===== src/rtl/inst_fetch.sv =====
// -----------------------------------------------------------------------------
// inst_fetch
//    Program-counter / instruction-fetch sequencer feeding the decode/ALU stage.
//    Walks the program counter sequentially, resolves absolute jumps and
//    conditional relative branches through a small target LUT, and runs a
//    start / halt handshake while counting retired instructions.
//
// Ports
//    clk_i          system clock, all state updates on the rising edge
//    rst_ni         asynchronous active-low reset
//    start_i        begin execution (honoured only while idle)
//    start_addr_i   first PC loaded on start
//    halt_i         decoded halt instruction at the current PC
//    branch_abs_i   unconditional jump, target = LUT[target_idx_i]
//    branch_en_i    conditional relative branch, taken when cond_flag_i = 1
//    cond_flag_i    ALU comparison result for the current instruction
//    target_idx_i   LUT index used by jump / branch
//    stall_i        freeze PC, state and counter this cycle
//    lut_we_i       LUT write enable
//    lut_widx_i     LUT write index
//    lut_wdata_i    LUT write data (absolute address or two's-complement offset)
//    prog_ctr_o     current instruction address
//    running_o      high while executing
//    done_o         one-cycle pulse after the halt instruction retires
//    inst_count_o   retired instructions since last start, saturating
// -----------------------------------------------------------------------------
module inst_fetch #(
   parameter int PC_W  = 10,
   parameter int LUT_W = 4,
   parameter int CNT_W = 16
) (
   input  logic             clk_i,
   input  logic             rst_ni,
   input  logic             start_i,
   input  logic [PC_W-1:0]  start_addr_i,
   input  logic             halt_i,
   input  logic             branch_abs_i,
   input  logic             branch_en_i,
   input  logic             cond_flag_i,
   input  logic [LUT_W-1:0] target_idx_i,
   input  logic             stall_i,
   input  logic             lut_we_i,
   input  logic [LUT_W-1:0] lut_widx_i,
   input  logic [PC_W-1:0]  lut_wdata_i,
   output logic [PC_W-1:0]  prog_ctr_o,
   output logic             running_o,
   output logic             done_o,
   output logic [CNT_W-1:0] inst_count_o
);

   localparam int LUT_N = 1 << LUT_W;

   typedef enum logic [1:0] {
      S_IDLE = 2'd0,
      S_RUN  = 2'd1,
      S_DONE = 2'd2
   } state_t;

   state_t           state_q, state_d;
   logic [PC_W-1:0]  pc_q, pc_d;
   logic [CNT_W-1:0] cnt_q, cnt_d;
   logic [PC_W-1:0]  lut_q [LUT_N];
   logic [PC_W-1:0]  lut_rd;

   // An instruction retires on every unstalled cycle spent in RUN.
   logic             retire;

   // Combinational read from the registered array: a same-cycle write to the
   // same index is only visible from the following cycle onward.
   assign lut_rd = lut_q[target_idx_i];
   assign retire = (state_q == S_RUN) && !stall_i;

   // ---------------------------------------------------------------------------
   // Target LUT (reset to zero, so no block RAM inference is possible)
   // ---------------------------------------------------------------------------
   always_ff @(posedge clk_i or negedge rst_ni) begin
      if (!rst_ni) begin
         for (int i = 0; i < LUT_N; i++) begin
            lut_q[i] <= '0;
         end
      end else if (lut_we_i) begin
         lut_q[lut_widx_i] <= lut_wdata_i;
      end
   end

   // ---------------------------------------------------------------------------
   // FSM: state register
   // ---------------------------------------------------------------------------
   always_ff @(posedge clk_i or negedge rst_ni) begin
      if (!rst_ni) begin
         state_q <= S_IDLE;
      end else begin
         state_q <= state_d;
      end
   end

   // ---------------------------------------------------------------------------
   // FSM: next-state logic
   // ---------------------------------------------------------------------------
   always_comb begin
      state_d = state_q;
      unique case (state_q)
         S_IDLE:  if (start_i) state_d = S_RUN;
         S_RUN:   if (retire && halt_i) state_d = S_DONE;
         S_DONE:  state_d = S_IDLE;
         default: state_d = S_IDLE;
      endcase
   end

   // ---------------------------------------------------------------------------
   // FSM: outputs, decoded from the registered state
   // ---------------------------------------------------------------------------
   always_comb begin
      running_o = (state_q == S_RUN);
      done_o    = (state_q == S_DONE);
   end

   // ---------------------------------------------------------------------------
   // Datapath: program counter and retired-instruction counter
   // ---------------------------------------------------------------------------
   always_comb begin
      pc_d  = pc_q;
      cnt_d = cnt_q;
      if (state_q == S_IDLE && start_i) begin
         pc_d  = start_addr_i;
         cnt_d = '0;
      end else if (retire) begin
         if (cnt_q != {CNT_W{1'b1}}) begin
            cnt_d = cnt_q + CNT_W'(1);
         end
         // Halt leaves the PC on the halt instruction.
         if (halt_i) begin
            pc_d = pc_q;
         end else if (branch_abs_i) begin
            pc_d = lut_rd;
         end else if (branch_en_i && cond_flag_i) begin
            // Modular add of a two's-complement offset handles backward branches.
            pc_d = pc_q + lut_rd;
         end else begin
            pc_d = pc_q + PC_W'(1);
         end
      end
   end

   always_ff @(posedge clk_i or negedge rst_ni) begin
      if (!rst_ni) begin
         pc_q  <= '0;
         cnt_q <= '0;
      end else begin
         pc_q  <= pc_d;
         cnt_q <= cnt_d;
      end
   end

   assign prog_ctr_o   = pc_q;
   assign inst_count_o = cnt_q;

endmodule


===== config.mk =====
export PLATFORM = sky130hd
export DESIGN_NAME = inst_fetch
export DESIGN_NICKNAME = d
export VERILOG_FILES = /design/src/rtl/inst_fetch.sv
export SDC_FILE = /design/constraint.sdc
export NUM_CORES = 1
export LEC_CHECK = 0
export CORE_MARGIN = 2
export CORE_UTILIZATION = 59
export CTS_BUF_LIST = sky130_fd_sc_hd__clkbuf_16
export CTS_CLUSTER_DIAMETER = 150
export DETAILED_ROUTE_END_ITERATION = 10
export PLACE_DENSITY_LB_ADDON = 0.08
export SYNTH_ARGS = -nofsm -noshare
export SYNTH_HDL_FRONTEND = slang
export SYNTH_SLANG_ARGS = --single-unit

===== constraint.sdc =====
create_clock -name clk_i -period 4.35 [get_ports clk_i]
set_input_delay 0.6525 -clock clk_i [delete_from_list [all_inputs] [get_ports clk_i]]
set_output_delay 0.6525 -clock clk_i [all_outputs]
set_load 0.02 [all_outputs]

==> summary.md, run 1 <==
| Metric | Value |
|---|---|
| H-tree depth | `4` |
| Final period util | `0.893` |
| R2r endpoint | `prog_ctr_o[8]` |
| Post-Syn Area | `0.00930 mm^2` |
| Drt pass-1 iters | `5` |
| Fillers | `1081` |
| Sink Count | `188` |
| Library cells used by synthesis | `58` |
| Critical Path Sink Type | `flop` |
| GRT Total Usage | `0.272` |
| Die height | `130 um` |
| First-pass GRT wire length | `34100 um` |
| Async SR Flop Fraction | `1.00` |
| Root Driver | `clkbuf_16` |
| Core Area | `0.0153 mm^2` |
| Setup bufs post-CTS | `0` |
| Synth Register Bits | `188` |
| Worst Path Buf+Inv | `2` |
| Hold_buf cts | `0` |
| Sequential area share after synthesis | `0.506` |
| Peak per-stage delay on the critical path | `540 ps` |
| Share of cells above drive strength 1 | `0.339` |
| Post-synth EDFFs | `0` |
| Crit Path Max Fanout | `10` |
| Post-DP HPWL | `14300 um` |
| Final instance area | `0.0108 mm^2` |
| Cells after Synth | `674` |
| Vias per inst | `6.18` |
| Initial antenna violation count | `0` |
| Power Density | `495 mW/mm^2` |
| Synth Net Count | `722` |
| Largest net degree at the start of global routing | `96` |
| Final std cells w/o fill | `975` |
| Flop-to-flop setup slack | `600 ps` |
| Initial DRC count | `406` |
| Setup crit start kind | `primary input` |
| # rows | `45` |
| Final antenna diode count | `0` |
| PostCTS Resize Cnt | `0` |
| Final Setup Violations | `0` |
| Die area | `0.0168 mm^2` |
| Min-delay worst type | `in2async` |
| CTS buffer count | `17` |
| Fin. max-slew vios | `0` |
| Initial Util | `0.607` |
| Synth-to-Final Area Change | `15.7%` |
| Maximum buffer depth of the clock tree | `2` |
| Worst-skew pair later-pin latency | `430 ps` |
| Global route overflow | `0` |
| Nets | `799` |
| CTS tree | `built` |
| CP Class | `in2reg` |
| Primary FF master, synth | `dfrtp_1` |
| Required @ worst endpoint | `4700 ps` |
| Max-cap violations | `0` |
| R2r startpoint | `lut_q[60]` |
| Dpl cells | `943` |
| Final Hold Viols | `0` |
| Vias | `6028` |
| Worst r2r path cells | `11` |
| Slew @ Worst Pin | `923 ps` |
| IO Pins | `65` |
| Vias in the first global route | `6247` |
| Peak VDD IR | `0.309 mV` |
| Antenna Nets Post-Route | `0` |
| RSZ-0062 raised after global routing | `false` |
| Fin crit period | `3880 ps` |
| Setup_tns | `0 ps` |
| Port bufs | `64` |
| Outcome | `completed` |
| Die width | `130 um` |
| WP data arrival | `4240 ps` |
| DP Area | `0.0102 mm^2` |
| DR WL/cell | `22.0 um` |
| Reg clk slew, reported paths | `70 ps` |
| Syn avg cell area | `13.8 um^2` |
| Residual DRC | `0` |
| Leakage | `4.62 nW` |
| Fmax | `258 MHz` |
| Crit path cell chain | `buf_2 > buf_4 > mux4_2 > mux4_2 > nor2b_1 > fa_1 > a21oi_1 > o21ai_1 > a2111oi_1 > nor3_1 > or3b_2 > a21oi_1` |
| Top Family by Delay on Critical Path | `multiplexers` |
| Clk_skew | `6.77 ps` |
| Max transition margin | `0.385` |
| Slowest library cell on the worst path | `mux4_2` |
| Final Wtd Congestion | `0.868` |
| Yosys Warn Count | `0` |
| Routed wire length | `21400 um` |
[per-stage QoR]
| step | worst slack [ps] | hold slack [ps] | power, mW | util |
|---|---|---|---|---|
| after floorplan | 334 | 357 | 3.36 | - |
| after global placement | 27.7 | 479 | 3.80 | 0.667 |
| after detailed placement | 11.0 | 488 | 3.88 | 0.667 |
| after CTS | 443 | 360 | 5.34 | 0.702 |
| after global routing | 245 | 376 | 5.58 | 0.702 |
| final | 468 | 299 | 5.32 | 0.702 |
[metal layers]
metal  share of wire  wire length [um]  GRT usage
met3           0.052              1110     0.0479
met2            0.48             10200      0.440
met1            0.45              9540      0.374
met4           0.026               567      0.104
met5               0                 0          0
[area by class of cell]
class | count | area (um^2) | share of cell area
Timing Repair Buffer | 93 | 875 | 0.0813
Clock buffer | 17 | 425 | 0.0395
Inverter | 7 | 26.3 | 0.00244
Sequential cell | 188 | 4700 | 0.437
Tap cell | 211 | 264 | 0.0245
Clock inverter | 15 | 116 | 0.0108
Multi-Input combinational cell | 444 | 4350 | 0.404
[cells in the mapped netlist (5+ instances only)]
master,instances,area [um^2]
a211oi_1,5,37.5
a21oi_1,21,105
and3_1,5,31.3
buf_2,5,25.0
clkbuf_1,21,78.8
dfrtp_1,188,4700
ha_1,10,125
inv_1,7,26.3
mux2_2,165,1860
mux2i_1,11,110
mux4_1,8,210
mux4_2,32,721
nand2_1,20,75.1
nand2b_1,9,56.3
nand3_1,9,45.0
nand4_1,6,37.5
nor2_1,28,105
nor2b_1,10,62.6
nor3_1,5,25.0
o211ai_1,6,45.0
o21ai_0,12,60.1
o21ai_1,11,55.1
o22ai_1,6,37.5
or3_1,9,56.3
xor2_1,9,78.8
[worst max-delay path by stage]
| stage | startpoint | endpoint | slack [ps] | cells past startpoint |
|---|---|---|---|---|
| 3_3_place_gp | target_idx_i[0] | prog_ctr_o[8] | 30 | 12 |
| 4_1_cts | target_idx_i[0] | prog_ctr_o[8] | 440 | 12 |
| 6_report | target_idx_i[0] | prog_ctr_o[8] | 470 | 12 |
| 5_1_grt | target_idx_i[0] | prog_ctr_o[8] | 250 | 12 |
| 3_5_place_dp | target_idx_i[0] | prog_ctr_o[8] | 10 | 12 |
| 2_1_floorplan | target_idx_i[0] | prog_ctr_o[8] | 330 | 13 |
[report_power, final]
| group | total [mW] | internal (mW) | switching [mW] |
|---|---|---|---|
| clock | 1.46 | 0.824 | 0.634 |
| combinational | 1.45 | 0.795 | 0.653 |
| sequential | 2.41 | 2.16 | 0.253 |
| total | 5.32 | 3.78 | 1.54 |
[placed cells by master, fill, tap and decap left out, types with 3 or more instances in the layout]
cell type / instances
dfrtp_1: 188
mux2_2: 165
clkdlybuf4s50_1: 61
mux4_2: 32
nor2_1: 28
buf_4: 27
a21oi_1: 21
nand2_1: 20
clkbuf_16: 17
o21ai_0: 12
mux2i_1: 11
o21ai_1: 11
inv_1: 11
nor2b_1: 10
ha_1: 10
nand2b_1: 9
or3_1: 9
nand3_1: 9
xor2_1: 9
mux4_1: 8
o22ai_1: 6
o211ai_1: 6
nand4_1: 6
a211oi_1: 5
and3_1: 5
nor3_1: 5
clkinv_1: 5
nand3b_1: 4
xnor2_1: 4
a31oi_1: 3
and2_1: 3
clkinv_2: 3
[sequential cells by signal, summed over array words and instances (netlist names)]
signal	count
inst_count_o	16
prog_ctr_o	10
state_q	2
lut_q	160
[logic make-up after synthesis]
| kind of cell | share of synthesized area |
|---|---|
| muxes | 0.312 |
| DFF | 0.506 |
| and+or+nand+nor | 0.0711 |
| AOI/OAI and AO/OA | 0.0568 |
| buffers and inverters | 0.0264 |
| xor gates and xnor gates | 0.0122 |
| adders and majority gates | 0.0156 |
Power figures use the tool's default switching activity.
==> run 2, diff against run 1 <==
CORE_MARGIN = default   (was 2)
clock period = 3.8 ns   (was 4.35 ns; I/O delays follow)
==> summary.md, run 2 (synthesized netlist as in run 1, its figures left out) <==
| Metric | Value |
|---|---|
| Outcome | `completed` |
| Final Wtd Congestion | `0.871 (+0.33%)` |
| Most used cell, CP | `buf_4` |
| PostCTS Resize Cnt | `0 (unchanged)` |
| Worst setup startpoint | `target_idx_i[2]` |
| Fillers | `1063 (-1.7%)` |
| Worst-skew pair later-pin latency | `440 ps (about the same)` |
| Int Pwr | `4.45 mW (+18%)` |
| Share of cells above drive strength 1 | `0.366 (+0.0266)` |
| Reg clk slew, reported paths | `70 ps (about the same)` |
| Die width | `128 um (-1.5%)` |
| Critical Path Sink Type | `flop` |
| Slowest library cell on the worst path | `clkdlybuf4s50_1` |
| Residual DRC | `0 (unchanged)` |
| Most frequent cells in the layout | `dfrtp_1 (188), mux2_2 (165), clkdlybuf4s50_1 (61)` |
| Crit path cell chain | `clkdlybuf4s50_1 > buf_4 > buf_4 > mux4_2 > mux2i_1 > nand2_1 > o21ai_1 > buf_4 > nor2_1 > ha_1 > o21a_1 > a2111oi_2 > nor3_1 > or3b_2 > a21oi_1` |
| WP data arrival | `3970 ps (-270 ps)` |
| Required @ worst endpoint | `4170 ps (-530 ps)` |
| Maximum buffer depth of the clock tree | `2 (unchanged)` |
| Initial Util | `0.607 (unchanged)` |
| Switch share | `0.289 (-0.000738)` |
| Final antenna diode count | `0 (unchanged)` |
| DP Worst Slack | `-452 ps (-463 ps)` |
| Die height | `128 um (-1.5%)` |
| Peak VDD IR | `0.320 mV (+3.7%)` |
| Post-DP HPWL | `14800 um (+3.9%)` |
| Clk_skew | `10.0 ps (+3.26 ps)` |
| NetSw | `1.81 mW (+17%)` |
| Largest net degree at the start of global routing | `88 (-8.3%)` |
| Worst r2r path cells | `11 (unchanged)` |
| Top Family by Delay on Critical Path | `buffers and inverters` |
| Core Area | `0.0153 mm^2 (unchanged)` |
| Antenna Nets Post-Route | `0 (unchanged)` |
| Slew @ Worst Pin | `919 ps (-3.36 ps)` |
| Vias | `6053 (+0.41%)` |
| Final Hold Viols | `0 (unchanged)` |
| Fmax | `277 MHz` |
| Peak per-stage delay on the critical path | `520 ps (-20 ps)` |
| Dpl cells | `965 (+2.3%)` |
| Die area | `0.0163 mm^2 (-3.1%)` |
| Final instance area | `0.0110 mm^2 (+2.2%)` |
| Hold_buf cts | `0 (unchanged)` |
| # rows | `45 (unchanged)` |
| Hold slack | `173 ps (-126 ps)` |
| Final Setup Violations | `0 (unchanged)` |
| Initial antenna violation count | `0 (unchanged)` |
| Initial DRC count | `337 (-17%)` |
| DP Area | `0.0104 mm^2 (+1.9%)` |
| Largest Register | `lut_q` |
| CTS tree | `built` |
| Setup_tns | `0 ps (unchanged)` |
| Setup bufs post-CTS | `0 (unchanged)` |
| Synth-to-Final Area Change | `18.2%` |
| Combinational power share | `0.275 (+0.003)` |
| Seq pwr share | `0.441 (-0.013)` |
| Final period util | `0.948` |
| Port bufs | `64 (unchanged)` |
| Routed wire length | `21900 um (+2.4%)` |
| Final std cells w/o fill | `996 (+2.2%)` |
| Drt pass-1 iters | `4 (-1)` |
| Flop-to-flop setup slack | `270 ps (-330 ps)` |
| Leakage | `4.74 nW (+2.7%)` |
| Root Driver | `clkbuf_16` |
| Max transition margin | `0.387 (+0.00224)` |
| R2r startpoint | `lut_q[40]` |
| Fin crit period | `3600 ps` |
| Final worst slack | `196 ps (-271 ps)` |
| GRT Total Usage | `0.294 (+0.0219)` |
| Global route overflow | `0 (unchanged)` |
| H-tree depth | `4 (unchanged)` |
| Worst Path Buf+Inv | `4 (+2)` |
| Fin. max-slew vios | `0 (unchanged)` |
| DR WL/cell | `22.0 um (+0.24%)` |
| Nets | `821 (+2.8%)` |
| Sink Count | `188 (unchanged)` |
| RSZ-0062 raised after global routing | `false` |
| Power Density | `569 mW/mm^2 (+15%)` |
| IO Pins | `65 (unchanged)` |
| CP Class | `in2reg` |
| Number of flip-flops in the largest register | `160 (unchanged)` |
| Max-cap violations | `0 (unchanged)` |
| Vias per inst | `6.08 (-1.7%)` |
| Vias in the first global route | `6414 (+2.7%)` |
| Min-delay worst type | `in2async` |
| Crit Path Max Fanout | `7 (-3)` |
| Commonest non-fill, non-tap cell in the layout | `dfrtp_1` |
| First-pass GRT wire length | `35400 um (+3.7%)` |
| Clock Power Share | `0.284 (+0.010)` |
| Setup crit start kind | `primary input` |
| R2r endpoint | `prog_ctr_o[8]` |
| CTS buffer count | `17 (unchanged)` |
==> run 2: through the flow <==
step / total power [mW] / util
final: 6.26 / 0.718
after global routing: 6.56 / 0.718
after CTS: 6.28 / 0.718
after detailed placement: 4.51 / 0.680
after global placement: 4.42 / 0.680
after floorplan: 3.85 / -
==> run 2: how the worst max path moves through the flow <==
stage | cells past startpoint | to | slack, ps
4_1_cts | 13 | prog_ctr_o[5] | 3
2_1_floorplan | 13 | prog_ctr_o[8] | 5
3_5_place_dp | 13 | prog_ctr_o[5] | -450
3_3_place_gp | 12 | prog_ctr_o[8] | -390
5_1_grt | 15 | prog_ctr_o[8] | 90
6_report | 15 | prog_ctr_o[8] | 200
==> run 2: power groups by stage <==
stage | sequential (mW) | clock [mW] | combinational, mW
global route | 2.81 | 1.87 | 1.87
global placement | 2.75 | 0 | 1.67
detailed placement | 2.79 | 0 | 1.72
floorplan | 2.77 | 0 | 1.08
finish | 2.76 | 1.78 | 1.72
CTS | 2.75 | 1.79 | 1.74
==> run 2: metal layers <==
layer,GRT usage,up-vias,routed length [um]
met5,0,-,0
met4,0.101,0,488
met3,0.0494,41,723
met2,0.487,150,10800
met1,0.397,3138,9900
li1,-,2724,-
==> run 2: layout make-up <==
class	count	area, um^2	area share
Clock inverter	14	154	0.0140
Timing Repair Buffer	115	1060	0.0964
Multi-Input combinational cell	444	4360	0.396
Inverter	7	26.3	0.00239
Clock buffer	17	425	0.0387
Tap cell	211	264	0.0240
Sequential cell	188	4700	0.428
